--- src/rtl/blit_addr_seq.sv ---
// Blitter A1 address sequencer: walks a 16.16 X/Y pointer over pixels-in-line / lines-in-blit.
// Optional window clipping when BLIT_ADDR_CLIP_EN is defined (adds win_w, win_h, clip_cnt).
module blit_addr_seq #(
  parameter int XW = 16,
  parameter int FW = 16,
  parameter int CW = 16
) (
  input  logic          sys_clk,
  input  logic          reset,
  input  logic          start,
  input  logic [XW-1:0] x_init,
  input  logic [XW-1:0] y_init,
  input  logic [FW-1:0] fx_init,
  input  logic [FW-1:0] fy_init,
  input  logic [XW-1:0] inc_x,
  input  logic [XW-1:0] inc_y,
  input  logic [FW-1:0] inc_fx,
  input  logic [FW-1:0] inc_fy,
  input  logic [XW-1:0] step_x,
  input  logic [XW-1:0] step_y,
  input  logic [FW-1:0] step_fx,
  input  logic [FW-1:0] step_fy,
  input  logic [CW-1:0] inner_cnt,
  input  logic [CW-1:0] outer_cnt,
  input  logic [2:0]    modx,
`ifdef BLIT_ADDR_CLIP_EN
  input  logic [XW-1:0] win_w,
  input  logic [XW-1:0] win_h,
  output logic [CW-1:0] clip_cnt,
`endif
  output logic          addr_valid,
  input  logic          addr_ready,
  output logic [XW-1:0] addr_x,
  output logic [XW-1:0] addr_y,
  output logic          last_pixel,
  output logic          last_line,
  output logic          busy,
  output logic          done
);
  localparam int PW = XW + FW;

  typedef enum logic [1:0] {IDLE, ADDR, STEP, DONE} state_t;
  state_t state_q, state_d;

  logic [PW-1:0] px_q, py_q, inc_px_q, inc_py_q, step_px_q, step_py_q;
  logic [CW-1:0] pix_q, lines_q, inner_q;
  logic [2:0]    modx_q;
  logic          clipped, consume;

`ifdef BLIT_ADDR_CLIP_EN
  logic [XW-1:0] win_w_q, win_h_q;
  logic [XW-1:0] x_int, y_int;
  assign x_int   = px_q[PW-1:FW];
  assign y_int   = py_q[PW-1:FW];
  assign clipped = (state_q == ADDR) &&
                   ($signed(x_int) < 0 || $signed(x_int) >= $signed(win_w_q) ||
                    $signed(y_int) < 0 || $signed(y_int) >= $signed(win_h_q));
`else
  assign clipped = 1'b0;
`endif

  // A clipped pixel is retired exactly like an accepted one
  assign addr_valid = (state_q == ADDR) && !clipped;
  assign consume    = (state_q == ADDR) && (clipped || addr_ready);
  assign busy       = (state_q != IDLE);
  assign done       = (state_q == DONE);
  assign last_pixel = addr_valid && (pix_q == CW'(1));
  assign last_line  = busy && (lines_q == CW'(1)) && (state_q != DONE);
  assign addr_y     = py_q[PW-1:FW];

  // Mask is output-only; the stored pointer keeps its low bits
  always_comb begin
    addr_x = px_q[PW-1:FW];
    if (modx_q != 3'd0 && modx_q != 3'd7)
      for (int i = 0; i < 6; i++)
        if (i < int'(modx_q)) addr_x[i] = 1'b0;
  end

  always_comb begin
    state_d = state_q;
    case (state_q)
      IDLE: if (start) state_d = (inner_cnt == '0 || outer_cnt == '0) ? DONE : ADDR;
      ADDR: if (consume && pix_q == CW'(1)) state_d = (lines_q == CW'(1)) ? DONE : STEP;
      STEP: state_d = ADDR;
      DONE: state_d = IDLE;
      default: state_d = IDLE;
    endcase
  end

  always_ff @(posedge sys_clk) begin
    if (reset) begin
      state_q   <= IDLE;
      px_q      <= '0;
      py_q      <= '0;
      inc_px_q  <= '0;
      inc_py_q  <= '0;
      step_px_q <= '0;
      step_py_q <= '0;
      pix_q     <= '0;
      lines_q   <= '0;
      inner_q   <= '0;
      modx_q    <= '0;
`ifdef BLIT_ADDR_CLIP_EN
      win_w_q   <= '0;
      win_h_q   <= '0;
      clip_cnt  <= '0;
`endif
    end else begin
      state_q <= state_d;
      case (state_q)
        IDLE: if (start) begin
          px_q      <= {x_init, fx_init};
          py_q      <= {y_init, fy_init};
          inc_px_q  <= {inc_x, inc_fx};
          inc_py_q  <= {inc_y, inc_fy};
          step_px_q <= {step_x, step_fx};
          step_py_q <= {step_y, step_fy};
          pix_q     <= inner_cnt;
          lines_q   <= outer_cnt;
          inner_q   <= inner_cnt;
          modx_q    <= modx;
`ifdef BLIT_ADDR_CLIP_EN
          win_w_q   <= win_w;
          win_h_q   <= win_h;
          clip_cnt  <= '0;
`endif
        end
        ADDR: begin
          // Last pixel of a line takes the step instead of the increment
          if (consume && pix_q != CW'(1)) begin
            px_q  <= px_q + inc_px_q;
            py_q  <= py_q + inc_py_q;
            pix_q <= pix_q - CW'(1);
          end
`ifdef BLIT_ADDR_CLIP_EN
          if (clipped) clip_cnt <= clip_cnt + CW'(1);
`endif
        end
        STEP: begin
          px_q    <= px_q + step_px_q;
          py_q    <= py_q + step_py_q;
          pix_q   <= inner_q;
          lines_q <= lines_q - CW'(1);
        end
        default: ;
      endcase
    end
  end
endmodule

--- config.mk ---
export PLATFORM = sky130hd
export DESIGN_NAME = blit_addr_seq
export DESIGN_NICKNAME = d
export VERILOG_FILES = /design/src/rtl/blit_addr_seq.sv
export SDC_FILE = /design/constraint.sdc
export NUM_CORES = 1
export LEC_CHECK = 0
export BUFFER_PORTS_ARGS = -buffer_cell sky130_fd_sc_hd__buf_4
export CAP_MARGIN = 20
export CORE_AREA = 4 4 171 207
export DETAILED_ROUTE_END_ITERATION = 6
export DIE_AREA = 0 0 175 211
export PLACE_DENSITY_LB_ADDON = 0.2
export SYNTH_ARGS = -nofsm -noshare
export SYNTH_HDL_FRONTEND = slang
export SYNTH_SLANG_ARGS = --single-unit
--- constraint.sdc ---
create_clock -name sys_clk -period 3.9 [get_ports sys_clk]
set_clock_uncertainty 0.05 [all_clocks]
set_input_delay 0.78 -clock sys_clk [delete_from_list [all_inputs] [get_ports sys_clk]]
set_output_delay 0.78 -clock sys_clk [all_outputs]
set_load 0.005 [all_outputs]
**After elaboration in Yosys (flattened, before gate mapping)**

Cells that the tools add are included.

- Add/subtract/negate cells: 6
- Order comparisons: 6
- Equality and inequality tests: 11
- Multiplexer cells: 23
- Reductions and logical operators: 19

Operator list:

| cell | number |
|---|---|
| 32-bit case mux with 3 select lines | 2 |
| 32-bit adder | 4 |
| 32-bit 2-to-1 mux | 4 |
| 16-bit 2-to-1 mux | 3 |
| 16-bit case mux with 3 select lines | 1 |
| 16-bit by 1-bit equality test with 1-bit output, second input constant | 2 |
| 16-bit zero test | 2 |
| 16-bit case mux with 2 select lines | 1 |
| 16-bit by 1-bit subtractor with 16-bit output, second input constant | 2 |
| 16-bit by 1-bit != test with 1-bit output, second input constant | 1 |
| 2-bit case mux with 4 select lines | 1 |
| 1-bit logical AND | 7 |
| 1-bit 2-to-1 mux | 7 |
| 1-bit by 3-bit less-than comparator with 1-bit output, first input constant | 2 |
| 2-bit by 3-bit less-than comparator with 1-bit output, first input constant | 2 |
| 3-bit less-than comparator, first input constant | 2 |
| 2-bit 2-to-1 mux | 3 |
| 6-bit 2-to-1 mux | 1 |
| 2-bit AND reduction | 3 |
| 3-bit nonzero test | 2 |
| 2-bit equality test, second input constant | 2 |
| 2-bit by 1-bit != test with 1-bit output, second input constant | 2 |
| 2-bit != test, second input constant | 2 |
| 2-bit nonzero test | 2 |
| 5 further kinds | 5 |

- Bits in registers: 245
- Bits of input ports: 231
- Output and inout port bits: 37
- Word-level logic and storage cells: 76

**Depth between registers and ports, before layout**

Gate-level depths: netlist (run 1).

- Depth in word-level cells: 5
- Gate-level depth with buffers: 17
- Gate-level depth less buffers: 14

**Worst setup path before layout (run 1)**

OpenSTA, ideal clock, no wires.

- Path kind: reg2reg
- Start point: reg state_q[0]
- End point: reg py_q[28]
- Setup time: 122 ps
- Arrival: 4119 ps
- Required time: 3728 ps
- Path slack: -391 ps
- Stages on the path, launching flop included: 18
- Buffers on the path: 3
- Clock period less this slack: 4291 ps
- Path through: dfxtp_1 > inv_1 > ha_1 > clkbuf_1 > clkbuf_1 > clkbuf_1 > mux2_2 > ha_1 > inv_1 > fa_1 > nand2b_1 > a21o_1 > a2111o_1 > a2111oi_0 > o21a_1 > nor2_1 > a311oi_1 > nor3_1

- Longest elaborated chain between the ends: 5
- Elaborated cells between the ends (all ways): 10
- Classes of those cells: eq/ne: 4; mux: 1; reduce/logical: 5

Ends and longest elaborated chain:

| what | RTL line | RTL |
|---|---|---|
| from (decl) | 43 | `state_t state_q, state_d;` |
| from (signal assigned) | 109 | `state_q <= state_d;` |
| 2-bit by 1-bit equality test with 1-bit output | 64, 110 |  |
| 1-bit logical AND | 64 | `assign consume = (state_q == ADDR) && (clipped \|\| addr_ready);` |
| 1-bit logical AND | 130 | `if (consume && pix_q != CW'(1)) begin` |
| 2-bit by 1-bit != test with 1-bit output (no source line) | - |  |
| 3-bit AND reduction (no source line) | - |  |
| to (signal assigned) | 113 | `py_q <= {y_init, fy_init};` |
| to (signal assigned) | 132 | `py_q <= py_q + inc_py_q;` |
| to (signal assigned) | 141 | `py_q <= py_q + step_py_q;` |
| to (decl) | 45 | `logic [PW-1:0] px_q, py_q, inc_px_q, inc_py_q, step_px_q, step_py_q;` |

Parallel ways exist; a longest one is shown, timed or not.
A chain may end at the register's enable or synchronous reset.

**Final worst setup path (run 1)**

Same ends and word-level chain as after synthesis.

==> results of run 1 <==
[Yosys cell counts (all sizes together), types with 5 or more instances]
cell	n
nand4	21
a21o	28
o21bai	11
ha	76
nand3	27
a31oi	25
dfxtp	245
nor2	108
a21boi	5
o31ai	12
o22ai	15
mux2i	25
inv	32
nor4	17
nor3	34
clkbuf	117
a211oi	35
o21a	12
nand2	408
mux2	64
o211ai	17
or4	6
buf	48
and3	17
a21oi	305
xor2	22
or2	8
nand2b	9
or3	17
a221oi	5
xnor2	28
o21ai	88
a221o	8
nor2b	9
[stage by stage]
stage | TNS (ps) | cell area, sq um | cells | utilization [%]
after CTS | 0 | 18100 | 2628 | 54.1
after floorplan | 0 | 14900 | 1966 | -
after detailed placement | 0 | 17200 | 2576 | 51.3
after global placement | 0 | 17200 | 2576 | 51.3
after global routing | -105 | 18300 | 2636 | 54.6
final | 0 | 18300 | 2636 | 54.6
[cells by family (layout without fill, tap and decap cells)]
logic type	Yosys count	in the layout	share of synthesized area, %
buf+inv	200	414	5.90
compound gates	606	606	24.4
mux	89	89	6.54
simple gates	698	698	20.5
flops	245	245	33.0
xor+xnor	50	50	2.95
fa+ha+maj	78	78	6.67
[layer usage]
layer	routed length (microns)	up-vias	global-route usage, %
met5	0	-	0
met4	1170	0	6.56
met3	2620	70	3.03
met2	23000	446	42.6
met1	21600	6952	33.4
li1	-	7322	-
[power by group through the flow]
stage / logic, mW / registers (mW) / clock network [mW]
after floorplan: 5.35 / 3.65 / 0
after global placement: 7.19 / 3.86 / 0
after detailed placement: 7.25 / 3.87 / 0
after CTS: 7.30 / 3.83 / 2.76
after global routing: 8.22 / 3.92 / 2.87
final: 7.44 / 3.84 / 2.71
[registers in the layout (all words and copies together) (netlist names)]
name	count
inner_q	16
inc_px_q	32
pix_q	16
lines_q	16
state_q	2
inc_py_q	32
step_px_q	32
modx_q	3
px_q	32
py_q	32
step_py_q	32
[critical path, delay by kind of cell (launching register included)]
family,cells,cell delay (ps)
flops,1,380
buf+inv,2,180
mux,1,240
simple gates,3,340
compound gates,5,1640
fa+ha+maj,3,820
[final timing paths]
check	startpoint	endpoint	depth (start not counted)
worst max-delay path	state_q[0]$_SDFFE_PP0P_	py_q[28]$_SDFFE_PP0P_	14
worst min-delay path	step_py_q[28]$_SDFFE_PP0P_	step_py_q[28]$_SDFFE_PP0P_	2
worst max register to register	state_q[0]$_SDFFE_PP0P_	py_q[28]$_SDFFE_PP0P_	14
worst min register to register	step_py_q[28]$_SDFFE_PP0P_	step_py_q[28]$_SDFFE_PP0P_	2
[cell type report]
cell class / instances / area share [%]
clock buffers: 31 / 3.89
clock inverters: 21 / 1.28
inverters: 35 / 0.718
multi-input cells: 1521 / 50.2
flip-flops and latches: 245 / 26.8
well taps: 456 / 3.12
repair buffers: 327 / 14.0
[what timing repair did]
| action | in CTS | in global routing |
|---|---|---|
| resized for setup | 0 | 16 |
| setup endpoints to repair | 0 | 20 |
| hold buffers | 0 | 0 |
| hold endpoints to repair | 0 | 0 |
| setup buffers | 0 | 7 |
==> metrics.md, run 1 <==
| Metric | Value |
|---|---|
| CTS root buf | clkbuf_16 |
| Clock Sinks | 245 |
| Cell internal pwr | 7.77 mW |
| Crit path cell chain | inv_1 -> ha_4 -> mux2_2 -> ha_1 -> inv_1 -> fa_1 -> nand2b_1 -> a21o_1 -> a2111o_1 -> a2111oi_4 -> o21a_2 -> nor2_1 -> a311oi_2 -> nor3_1 |
| Reg-to-reg setup timing slack | 120 ps |
| Post-route DRC | 0 |
| Portion of total power attributed to sequential cells | 27.4% |
| Final global-route overflow total | 0 |
| Die span in x | 175 microns |
| Clock share of power | 19.4% |
| Share of the synthesized area in the top cell type | 33.0% |
| Relative slew slack | 27.1% |
| Floorplan die height | 211 microns |
| Count of nets left with antenna violations after detail routing | 0 |
| H-tree depth | 1 |
| Detailed Place HPWL | 35000 microns |
| Comb power frac | 53.2% |
| Outcome | finished, final reports clean |
| FF+latch area | 0.00490 sq mm |
| Share of layout cells above drive strength 1 | 22.1% |
| Clock network latency to the later pin of the worst-skew pair | 560 ps |
| Via-to-Cell Ratio | 5.61 |
| Number of fill cells | 3254 |
| Post-route total power | 14.0 mW |
| Number of DRC markers in iteration 0 | 882 |
| CTS tree | built |
| FFs w/ async S/R, synth | 0% |
| Period Utilization, post-route | 97.0% |
| Number of vias after detailed routing | 14790 |
| Ports placed on the boundary | 268 |
| Count of warnings emitted by yosys | 0 |
| Synth Net Count | 2275 |
| Final-layout worst hold slack | 401 ps |
| Antenna violations before repair | 0 |
| Crit-path slowest cell | a2111o_1 |
| Unique cell type count in the Yosys netlist | 73 |
| Dominant cell type by count on the critical path | inv_1 |
| Setup Crit Path Kind | reg2reg |
| Switching share of power | 44.4% |
| GRT Resource Usage Total | 24.9% |
| Timing-limited maximum frequency | 0.264 GHz |
| Number of hold-slack violations in the final timing report | 0 |
| Leakage | 7.76 nW |
| Psw | 6.21 mW |
| Cell area after synthesis | 0.0149 sq mm |
| Core Region | 0.0335 sq mm |
| Multi-input combinational cell area | 0.00920 sq mm |
| Hold/Removal Path Class | reg2reg |
| Final count of negative-setup-slack endpoints | 0 |
| Synth-to-Final Area Change | 23.2% |
| Final routed wire length divided by cell count | 18.3 microns |
| Primary FF master, synth | dfxtp_1 |
| Wire length after detailed routing | 48300 microns |
| Pins over their slew limit | 0 |
| Most frequent cells in the layout | nand2_1, buf_4, a21oi_1 |
| Antenna diode instance count | 0 |
| Main area contributors after synthesis | dfxtp_1, nand2_1, a21oi_1, ha_1, mux2_2 |
| Std-Cell Rows | 74 |
| Flop and latch count out of synthesis | 245 |
| Required time of the critical path | 4290 ps |
| Die Footprint | 0.0369 sq mm |
| Setup slack after placement | 35.4 ps |
| DRT Pass-1 Iters | 6 |
| Final layout net count | 2467 |
| Arrival time worst endpoint | 4170 ps |
| Type of element launching the critical path | register |
| Count of mapped cells out of synthesis | 1966 |
| Largest net degree at the start of global routing | 129 |
| Largest stage delay on the critical path | 490 ps |
| Initial core utilization | 44.3% |
| Max-capacitance violation count | 0 |
| Wire length of the first global-routing pass | 75800 microns |
| Post-synthesis area per instance | 7.56 sq um |
| PwrDens | 764 mW/mm^2 |
| Worst-margin pin slew | 1090 ps |
| Crit Path Max Fanout | 11 |
| Cell type with the highest aggregate area in the netlist | dfxtp_1 |
| Worst Setup End Kind | register |
| RSZ-0062 raised after global routing | yes |
| Number of buffers inserted by port buffering | 267 |
| Final worst slack | 118 ps |
| Number of buffers created by CTS | 28 |
| Vias in the first global route | 14229 |
| Number of flops mapped to enable cells by yosys | 0 |
| Leading cell type in the layout, fill and taps excluded | nand2_1 |
| Final worst path period need | 3780 ps |
| Clock transition at the registers of the reported paths | 60 ps |
| Maximum resistive drop on vdd | 0.464 mV |
| GP Congestion | 0.910 |
| Largest buffer count on any clock path | 3 |
| Register area share after synthesis | 33.0% |
Note: power is estimated with default switching activity, not from simulation.
==> run 2: changes to the inputs <==
CORE_AREA = 4 4 161 194   (was 4 4 171 207)
DIE_AREA = 0 0 165 198   (was 0 0 175 211)
==> run 2 against run 1 <==
  * Critical path depth down 1
  * Highest routed layer is now met5
  * Worst hold slack improved by 1.0 ps
  * Sequential power about the same
  * Cell count shrank 2.0%
  * Design area grew 0.22%
  * Fmax fell by 1.8%
  * Via count increased by 1.2%
==> metrics.md, run 2 (same netlist as run 1, synthesis figures left out) <==
| Metric | Value |
|---|---|
| Period Utilization, post-route | 98.8% (+1.8 points) |
| Std-Cell Rows | 69 (-6.8%) |
| Arrival time worst endpoint | 4260 ps (+90 ps) |
| Final routed wire length divided by cell count | 18.8 microns (+2.4%) |
| Number of buffers inserted by port buffering | 267 (unchanged) |
| Reg-to-reg setup timing slack | 50 ps (-70 ps) |
| Cell internal pwr | 8.06 mW (+3.7%) |
| Ports placed on the boundary | 268 (unchanged) |
| Crit-path slowest cell | or3_1 |
| Hold_buf cts | 0 (unchanged) |
| Final layout net count | 2481 (+0.57%) |
| Final worst slack | 47.0 ps (-70.8 ps) |
| Vias in the first global route | 14651 (+3.0%) |
| GP Congestion | 0.918 (+0.88%) |
| Timing-limited maximum frequency | 0.260 GHz (-1.8%) |
| CTS root buf | clkbuf_16 |
| Final global-route overflow total | 0 (unchanged) |
| Largest net degree at the start of global routing | 99 (-23%) |
| Number of buffers created by CTS | 27 (-3.6%) |
| Leading cell type in the layout, fill and taps excluded | nand2_1 |
| Die span in x | 165 microns (-5.7%) |
| Count of nets left with antenna violations after detail routing | 0 (unchanged) |
| Share of layout cells above drive strength 1 | 22.5% (+0.42 points) |
| Clock transition at the registers of the reported paths | 60 ps (about the same) |
| Wire length of the first global-routing pass | 75600 microns (-0.32%) |
| Placed instance count | 2522 (-2.1%) |
| Hold/Removal Path Class | reg2reg |
| Required time of the critical path | 4310 ps (+20 ps) |
| Setup Crit Path Kind | reg2reg |
| Switching share of power | 43.4% (-0.99 points) |
| Final-layout worst hold slack | 402 ps (+1.05 ps) |
| Largest buffer count on any clock path | 3 (unchanged) |
| Via-to-Cell Ratio | 5.79 (+3.3%) |
| Worst Setup End Kind | register |
| Wire length after detailed routing | 48500 microns (+0.36%) |
| Portion of total power attributed to sequential cells | 26.9% (-0.5 points) |
| Pins over their slew limit | 0 (unchanged) |
| Outcome | finished, final reports clean |
| DRT Pass-1 Iters | 6 (unchanged) |
| Final count of negative-setup-slack endpoints | 0 (unchanged) |
| Detailed Place HPWL | 35100 microns (+0.34%) |
| Psw | 6.19 mW (-0.36%) |
| Synth-to-Final Area Change | 23.5% |
| Leakage | 7.87 nW (+1.5%) |
| Type of element launching the critical path | register |
| Crit path cell chain | inv_1 -> ha_4 -> buf_16 -> mux2_2 -> ha_1 -> and2_1 -> a221oi_1 -> o21bai_1 -> or3_1 -> nor3_2 -> nor2_1 -> xnor2_1 -> a311oi_1 |
| Largest stage delay on the critical path | 400 ps (-90 ps) |
| Maximum resistive drop on vdd | 0.480 mV (+3.5%) |
| Max-capacitance violation count | 0 (unchanged) |
| Core Region | 0.0294 sq mm (-12%) |
| Comb power frac | 53.3% (about the same) |
| Number of fill cells | 2678 (-18%) |
| Post-route insts no fill | 2583 (-2.0%) |
| Antenna violations before repair | 1 (+1) |
| Number of vias after detailed routing | 14965 (+1.2%) |
| Clock network latency to the later pin of the worst-skew pair | 560 ps (about the same) |
| GRT Resource Usage Total | 28.3% (+3.4 points) |
| Antenna diode instance count | 0 (unchanged) |
| Floorplan die height | 198 microns (-6.2%) |
| RSZ-0062 raised after global routing | yes |
| Crit Path Max Fanout | 61 (+50) |
| Number of DRC markers in iteration 0 | 1141 (+29%) |
| Final worst path period need | 3850 ps (+70.8 ps) |
| Setup slack after placement | -121 ps (-156 ps) |
| Initial core utilization | 50.5% (+6.1 points) |
| CTS tree | built |
| PwrDens | 777 mW/mm^2 (+1.7%) |
| Worst-margin pin slew | 1000 ps (-93.0 ps) |
| Post-route total power | 14.3 mW (+1.9%) |
| Clock share of power | 19.8% (+0.4 points) |
| Number of hold-slack violations in the final timing report | 0 (unchanged) |
| Relative slew slack | 33.3% (+6.2 points) |
| Clock Sinks | 245 (unchanged) |
| H-tree depth | 1 (unchanged) |
| Post-route DRC | 0 (unchanged) |
| Die Footprint | 0.0327 sq mm (-12%) |
| Most frequent cells in the layout | nand2_1, buf_4, a21oi_1 |
-- run 2: power by group through the flow --
stage	clock network [mW]	registers, mW	logic, mW
3_5_place_dp	0	3.87	7.42
3_3_place_gp	0	3.86	7.32
5_1_grt	2.98	3.92	8.38
4_1_cts	2.86	3.83	7.48
6_report	2.82	3.84	7.60
2_1_floorplan	0	3.65	5.35
-- run 2: final cells by class --
| cell class | count | area, sq um | share of cell area [%] |
|---|---|---|---|
| timing repair buffer | 342 | 2650 | 14.5 |
| multi-input combinational | 1521 | 9180 | 50.0 |
| inverter | 35 | 131 | 0.716 |
| tap | 390 | 488 | 2.66 |
| clock buffer | 35 | 766 | 4.17 |
| clock inverter | 15 | 221 | 1.21 |
| sequential | 245 | 4900 | 26.7 |
-- run 2: stage by stage --
stage | util [%] | TNS (ps) | instance area, sq um
final | 62.3 | 0 | 18300
after global routing | 62.3 | -174 | 18300
after CTS | 61.9 | 0 | 18200
after detailed placement | 58.5 | -240 | 17200
after global placement | 58.5 | -7.02 | 17200
after floorplan | - | 0 | 14900
-- run 2: timing repair --
action                     CTS  global route
pin swaps                    0             1
setup endpoints to repair    4            19
buffers inserted             0            11
gates resized for setup      3            11
-- run 2: path summary, 6_finish.rpt --
check                            start                         to  depth (start not counted)
max            state_q[0]$_SDFFE_PP0P_      px_q[26]$_SDFFE_PP0P_                         13
min          inc_px_q[14]$_SDFFE_PP0P_  inc_px_q[14]$_SDFFE_PP0P_                          2
max reg2reg    state_q[0]$_SDFFE_PP0P_      px_q[26]$_SDFFE_PP0P_                         13
min reg2reg  inc_px_q[14]$_SDFFE_PP0P_  inc_px_q[14]$_SDFFE_PP0P_                          2
-- run 2: routing by layer --
metal / vias to the layer above / track usage, % / share of wire (%)
li1: 7353 / - / -
met1: 7032 / 37.1 / 43
met2: 480 / 47.5 / 48
met3: 98 / 3.73 / 5.7
met4: 2 / 10.3 / 3.6
met5: - / 0 / 0.027
-- run 2: critical path, delay by kind of cell (launching register included) --
| kind | cells | cell delay, ps |
|---|---|---|
| AOI/OAI and AO/OA | 3 | 690 |
| xor gates and xnor gates | 1 | 130 |
| adders and majority gates | 2 | 690 |
| buffers and inverters | 2 | 430 |
| DFF | 1 | 340 |
| muxes | 1 | 380 |
| and+or+nand+nor | 4 | 1000 |
==> run 3: changes to the inputs <==
RECOVER_POWER = 100   (was default)
==> run 3 against run 2 <==
  * The flow now finishes with violations (capacitance limit, slew limit)
  * Setup slack improved by 21 ps
  * Critical path depth unchanged
  * Combinational power shrank 1%
  * Register-to-register slack gained 20 ps
  * Sequential cell count is the same
  * Global-route usage stayed put
  * Clock power hardly changed
  * Sequential power hardly changed
  * Largest power group unchanged
  * Count of clock-buffer cells in the layout did not move
  * Cell count did not move
==> metrics.md, run 3 (same netlist as run 1, synthesis figures left out) <==
| Metric | Value |
|---|---|
| Period Utilization, post-route | 98.3% (-0.53 points) |
| Worst Setup End Kind | register |
| Final worst slack | 67.5 ps (+20.6 ps) |
| Count of nets left with antenna violations after detail routing | 0 (unchanged) |
| Floorplan die height | 198 microns (unchanged) |
| Synth-to-Final Area Change | 23.1% |
| Clock Sinks | 245 (unchanged) |
| Pins over their slew limit | 103 (+103) |
| Crit Path Max Fanout | 61 (unchanged) |
| Required time of the critical path | 4310 ps (about the same) |
| Leading cell type in the layout, fill and taps excluded | nand2_1 |
| Portion of total power attributed to sequential cells | 27.1% (+0.2 points) |
| H-tree depth | 1 (unchanged) |
| Via-to-Cell Ratio | 5.81 (+0.25%) |
| Placed instance count | 2522 (unchanged) |
| Comb power frac | 53.0% (-0.3 points) |
| Post-route total power | 14.2 mW (-0.58%) |
| RSZ-0062 raised after global routing | yes |
| Hold_buf cts | 0 (unchanged) |
| Wire length after detailed routing | 48500 microns (about the same) |
| Topmost layer with routed signal wires | met5 |
| Antenna diode instance count | 0 (unchanged) |
| Ports placed on the boundary | 268 (unchanged) |
| Clock network latency to the later pin of the worst-skew pair | 560 ps (about the same) |
| Final Instance Area | 0.0183 sq mm (-0.36%) |
| Clock share of power | 19.9% (about the same) |
| Vias in the first global route | 14651 (unchanged) |
| Timing-limited maximum frequency | 0.261 GHz (+0.54%) |
| Antenna violations before repair | 1 (unchanged) |
| Number of DRC markers in iteration 0 | 1132 (-0.79%) |
| Setup slack after placement | -121 ps (unchanged) |
| Placement Cell Area | 0.0172 sq mm (unchanged) |
| GP Congestion | 0.918 (unchanged) |
| Detailed Place HPWL | 35100 microns (unchanged) |
| Relative slew slack | -29.9% (-63 points) |
| Number of buffers inserted by port buffering | 267 (unchanged) |
| Std-Cell Rows | 69 (unchanged) |
| Post-route insts no fill | 2583 (unchanged) |
| Violated checks | capacitance limit, slew limit |
| Setup Crit Path Kind | reg2reg |
| Switching share of power | 43.5% (+0.093 points) |
| Die span in x | 165 microns (unchanged) |
| Psw | 6.17 mW (-0.37%) |
| Number of buffers created by CTS | 27 (unchanged) |
| Final layout net count | 2481 (unchanged) |
| PwrDens | 775 mW/mm^2 (-0.22%) |
| DR WL met2 | 23200 microns (-0.27%) |
| GRT Resource Usage Total | 28.3% (unchanged) |
| Outcome | finished with violations |
| Final global-route overflow total | 0 (unchanged) |
| Arrival time worst endpoint | 4240 ps (-20 ps) |
| Type of element launching the critical path | register |
| CTS root buf | clkbuf_16 |
| CTS tree | built |
| Final Util | 62.1% (-0.23 points) |
| Worst-margin pin slew | 1950 ps (+947 ps) |
| Hold/Removal Path Class | reg2reg |
| Share of layout cells above drive strength 1 | 21.9% (-0.55 points) |
| Leakage | 7.82 nW (-0.66%) |
| DRT Pass-1 Iters | 5 (-1) |
| Wire length of the first global-routing pass | 75600 microns (unchanged) |
| Final routed wire length divided by cell count | 18.8 microns (about the same) |
| Number of hold-slack violations in the final timing report | 0 (unchanged) |
| Met3 WL post-DR | 2900 microns (+4.8%) |
| Number of vias after detailed routing | 15003 (+0.25%) |
| Most frequent cells in the layout | nand2_1, a21oi_1, buf_4 |
| Final count of negative-setup-slack endpoints | 0 (unchanged) |
| Final worst path period need | 3830 ps (-20.6 ps) |
| Largest net degree at the start of global routing | 99 (unchanged) |
| Max-capacitance violation count | 2 (+2) |
| Maximum resistive drop on vdd | 0.474 mV (-1.3%) |
| Post-route DRC | 0 (unchanged) |
| Die Footprint | 0.0327 sq mm (unchanged) |
| Core Region | 0.0294 sq mm (unchanged) |
| Routed metal-1 wire length | 20700 microns (about the same) |
| Initial core utilization | 50.5% (unchanged) |
| Cell internal pwr | 8.00 mW (-0.74%) |
| Largest buffer count on any clock path | 3 (unchanged) |
| Clock transition at the registers of the reported paths | 60 ps (about the same) |
## run 3: power by group through the flow
stage               registers [mW]  clock network (mW)  logic [mW]
floorplan                     3.65                   0        5.35
global placement              3.86                   0        7.32
detailed placement            3.87                   0        7.42
CTS                           3.83                2.86        7.48
global route                  3.92                2.98        8.31
finish                        3.83                2.82        7.52
## run 3: path summary, 6_finish.rpt
kind	from	end	slack, ps	cells after the start
max reg2reg	state_q[0]$_SDFFE_PP0P_	px_q[26]$_SDFFE_PP0P_	70	13
min	inc_px_q[14]$_SDFFE_PP0P_	inc_px_q[14]$_SDFFE_PP0P_	400	2
max	state_q[0]$_SDFFE_PP0P_	px_q[26]$_SDFFE_PP0P_	70	13
min reg2reg	inc_px_q[14]$_SDFFE_PP0P_	inc_px_q[14]$_SDFFE_PP0P_	400	2
## run 3: repair_timing
action / 4_1_cts / 5_1_grt
pin swaps: 0 / 1
endpoints found under the setup margin: 4 / 19
buffers inserted: 0 / 11
hold endpoints to repair: 0 / 0
cloned: 0 / 0
gates resized for setup: 3 / 11
## run 3: final cells by class
type | count | area, sq um
Fill cell | 2693 | 11200
Tap cell | 390 | 488
Inverter | 35 | 131
Sequential cell | 245 | 4900
Multi-Input combinational cell | 1521 | 9150
Clock inverter | 15 | 221
Clock buffer | 35 | 766
Timing Repair Buffer | 342 | 2620
## run 3: per-layer routing
layer	track usage, %	vias to the layer above
met5	0	-
met4	10.3	2
met3	3.73	89
met2	47.5	517
met1	37.1	7039
li1	-	7356
## run 3: stage by stage
stage	hold WS [ps]	setup TNS, ps
4_1_cts	402	0
3_5_place_dp	393	-240
3_3_place_gp	389	-7.02
2_1_floorplan	383	0
5_1_grt	415	-174
6_report	402	0
## run 3: worst max-delay path, stage by stage (launching register included)
cell and delay, ps:
dfxtp_1 340, inv_1 130, ha_4 330, buf_16 310, mux2_2 380, ha_1 350, and2_1 250, a221oi_1 300
o21bai_1 130, or3_1 400, nor3_2 240, nor2_1 90, xnor2_1 130, a311oi_1 250
